[src/rtl/n_1_mux.sv]
`default_nettype none
// ============================================================================
//  Module   : n_1_mux
//  Purpose  : Parameterizable N-to-1 multiplexer. It has a combinational
//             selected output, a registered copy with one cycle of latency,
//             and a one-hot decode of the select.
//  Options  : N_1_MUX_HOLD_EN adds a 'hold' input. When hold is high, y_q
//             keeps its value (rst has priority over hold).
//  Revision : 1.0 - initial release
// ============================================================================
module n_1_mux #(
  parameter int N_IN  = 16,
  parameter int DW    = 1,
  parameter int SEL_W = $clog2(N_IN)
) (
  input  logic                 clk,
  input  logic                 rst,
`ifdef N_1_MUX_HOLD_EN
  input  logic                 hold,
`endif
  input  logic [N_IN*DW-1:0]   in,
  input  logic [SEL_W-1:0]     sel,
  output logic [DW-1:0]        y,
  output logic [DW-1:0]        y_q,
  output logic [N_IN-1:0]      sel_oh
);

  // Number of inputs expressed one bit wider than sel. The range check
  // therefore works without truncation, including when N_IN is a power of 2.
  localparam logic [SEL_W:0] c_n_in = (SEL_W + 1)'(N_IN);

  // Unpacked view of the packed input bus. Input k sits at [k*DW +: DW].
  logic [DW-1:0] w_in_arr [N_IN];

  // High when sel addresses an existing input. This can only be low when
  // N_IN is not a power of 2.
  logic w_sel_valid;

  // Registered copy of the selected data.
  logic [DW-1:0] r_y_q;

  // Slice the packed bus into the per-input array.
  generate
    for (genvar k = 0; k < N_IN; k++) begin : g_unpack
      assign w_in_arr[k] = in[k*DW +: DW];
    end
  endgenerate

  // Range check of the select against the number of inputs.
  always_comb begin
    w_sel_valid = ({1'b0, sel} < c_n_in);
  end

  // Direct index select. An out-of-range select yields zero.
  always_comb begin
    y = '0;
    if (w_sel_valid) begin
      y = w_in_arr[sel];
    end
  end

  // One-hot decode. No bit matches an out-of-range select, so the result is all zeros.
  always_comb begin
    sel_oh = '0;
    for (int k = 0; k < N_IN; k++) begin
      if (sel == SEL_W'(k)) begin
        sel_oh[k] = 1'b1;
      end
    end
  end

`ifdef N_1_MUX_HOLD_EN
  // Output register: reset clears it, hold freezes it, otherwise it follows y.
  always_ff @(posedge clk) begin
    if (rst) begin
      r_y_q <= '0;
    end else if (!hold) begin
      r_y_q <= y;
    end
  end
`else
  // Output register: reset clears it, otherwise it follows y every cycle.
  always_ff @(posedge clk) begin
    if (rst) begin
      r_y_q <= '0;
    end else begin
      r_y_q <= y;
    end
  end
`endif

  assign y_q = r_y_q;

endmodule
`default_nettype wire

[config.mk]
export PLATFORM = sky130hd
export DESIGN_NAME = n_1_mux
export DESIGN_NICKNAME = d
export VERILOG_FILES = /design/src/rtl/n_1_mux.sv
export SDC_FILE = /design/constraint.sdc
export NUM_CORES = 1
export LEC_CHECK = 0
export BUFFER_PORTS_ARGS = -buffer_cell sky130_fd_sc_hd__clkbuf_2
export CAP_MARGIN = 15
export CORE_AREA = 2 2 39 41
export DETAILED_ROUTE_END_ITERATION = 7
export DIE_AREA = 0 0 41 43
export SLEW_MARGIN = 5
export SYNTH_ARGS = -nofsm -noshare
export SYNTH_HDL_FRONTEND = slang
export SYNTH_SLANG_ARGS = --single-unit
[constraint.sdc]
create_clock -name clk -period 3.6 [get_ports clk]
set_clock_uncertainty 0.05 [all_clocks]
set_input_delay 1.08 -clock clk [delete_from_list [all_inputs] [get_ports clk]]
set_output_delay 1.08 -clock clk [all_outputs]
set_load 0.01 [all_outputs]
==> impl_results.md <==
* Final Max Slew Viols at 0
* Asr flop ratio synth at 0
* Fmax at a little under 0.3 GHz
* CP endpoint kind: primary output
* Via density at between 4 and 5
* Max_slew headroom at 0.830
* Area leader, netlist: mux4_1
* Crit Path Category: input port to primary output
* Worst min-delay path class: input port to flip-flop
* Min Clock Period, post-route at between 3 and 4 ns
* Top-count cell post-synth: nor2_1
* Top Ports at 40
* Crit path from: sel[0]
* Initial DRC count at 4
* CP Cell Sequence: clkbuf_2, mux4_1, mux2i_1, a21oi_1, clkbuf_2
* Post-Synthesis Cells at 35
* Routability congestion estimate at approximately 0.64
* Sequential element share of the synthesized area at 0.0717
* Crit-path max cell delay at around 0.57 ns
* Multi-input logic area at 235 µm²
* Final HPWL DP at about 770 µm
* Crit path to: y
* CP Launch Type: input port
* Layout cells sized above 1 at 0.549
* Via count of the routed design at 410
* Number of global-route vias before repair at 294
* Max reg flops at 1
* RSZ-0062 raised after global routing: no
* Initial antenna violation count at 0
* Total chip power at 58.5 µW
* Pre-Repair DR Iteration Count at 4
* CP max stage cell: mux4_1
* Setup TNS at 0 ns
* FF+latch area at 20.0 µm²
* Layout area overhead at 70.0%
* Critical Path Fanout Max at 11
* Seq cells post-synth at 1
* Fill cells at about 160
* Largest net degree at the start of global routing at 12
* PD cells at 123 nW/µm²
* DIE AREA at 1760 µm²
* Overall die height at between 40 and 50 µm
* Syn nets at 57
* Post-DR wirelength/cell at between 9 and 10 µm
* Starting Density at 0.202
* Synthesized cell area at 279 µm²
* Fin nets at between 90 and 100
* Leakage power at approximately 0.00027 µW
* Yosys top cell area share at 0.377
* Routed Antenna Nets at 0
* Die X-Extent at between 40 and 50 µm
* First-pass GRT wire length at roughly 1300 µm
* Ys Warns at 0
* Routed WL at about 860 µm
* Grt ovf at 0
* Status: finished, final reports clean
* Endpoints failing setup at 0
* Ys flop type: dfxtp_1
* Commonest cells post-synth: nor2_1, nor3_1, mux4_1, nand2_1, nand2b_1
* Aggregate global-route resource usage at 0.0969
* Max Cap Violations at 0
* PortBufs at 39
* Hold buffers post-CTS at 0
* Worst Tran Pin Value at approximately 0.25 ns
* Synth unique cells at 16
* Syn_area_per_cell at 7.97 µm²
* Req. time, crit path at ~2.5 ns
* EDFF count, synth at 0
* Post-CTS setup buffers at 0
* Clock slew at reported path FFs at 0 ns
* Synth area leaders: mux4_1, nor2_1, nor3_1
* # DRC at 0
* HP Start: rst
* Core area at about 1400 µm²
* CTS-repair resized insts at 0
* Peak VDD IR at between 0.00003 and 0.00004 V
* ANT cells at 0
* Hold Fails Final Rpt at 0
* WP data arrival at between 2 and 2.5 ns
* Row cnt at 14
* Final worst path period share at 0.941
* Worst path most repeated cell: clkbuf_2
routing by layer:
metal | track usage | up-vias | wire length (µm)
li1 | - | 205 | -
met1 | 0.170 | 172 | 346
met2 | 0.134 | 33 | 394
met3 | 0.00524 | 0 | 119
met4 | 0 | 0 | 0
met5 | 0 | - | 0
layout make-up:
type,instances,area share
Sequential cell,1,0.0422
Inverter,1,0.00792
Tap cell,16,0.0422
Timing Repair Buffer,39,0.412
Multi-Input combinational cell,30,0.496
cell usage in the layout, fill, tap and decap left out, drive strengths merged:
master and instances:
mux4 4, nor2 9, dfxtp 1, a211oi 1, nand2 3, nor3 6, o22ai 1, inv 1
a21oi 1, mux2i 1, or2b 1, clkbuf 39, nor4 1, nand2b 2
critical path: cells and delay by family:
| kind | cells | cell delay (ns) |
|---|---|---|
| muxes | 2 | 0.75 |
| buffers and inverters | 2 | 0.34 |
| AOI/OAI and AO/OA | 1 | 0.09 |
power by group:
group,leakage [µW],switching [µW],total (µW),internal (µW)
Combinational,0.000260,22.1,45.8,23.6
Sequential,0.00000836,0.215,12.7,12.4
Clock,0,0,0,0
Total,0.000269,22.4,58.5,36.1
worst min-delay path by stage:
stage | to | slack [ns] | cells after the start
after floorplan | y_q | 1.10 | 1
after global placement | y_q | 1.21 | 2
after detailed placement | y_q | 1.20 | 2
after CTS | y_q | 1.20 | 2
after global routing | y_q | 1.21 | 2
final | y_q | 1.20 | 2
through the flow:
step                 util  std cells  hold slack (ns)  area [µm²]  worst slack, ns
finish              0.343         87             1.20         474            0.211
global route        0.343         87             1.21         474            0.114
CTS                 0.343         87             1.20         474            0.187
detailed placement  0.343         87             1.20         474            0.187
global placement    0.343         87             1.21         474            0.202
floorplan               -         35             1.10         279            0.468
logic make-up (layout without fill, tap and decap cells):
kind of cell / after synthesis / after routing / synth area share
simple gates: 22 / 22 / 0.363
mux: 5 / 5 / 0.413
buf+inv: 4 / 40 / 0.0852
compound gates: 3 / 3 / 0.0673
flops: 1 / 1 / 0.0718
No activity file was read; power rests on OpenSTA's default activity.
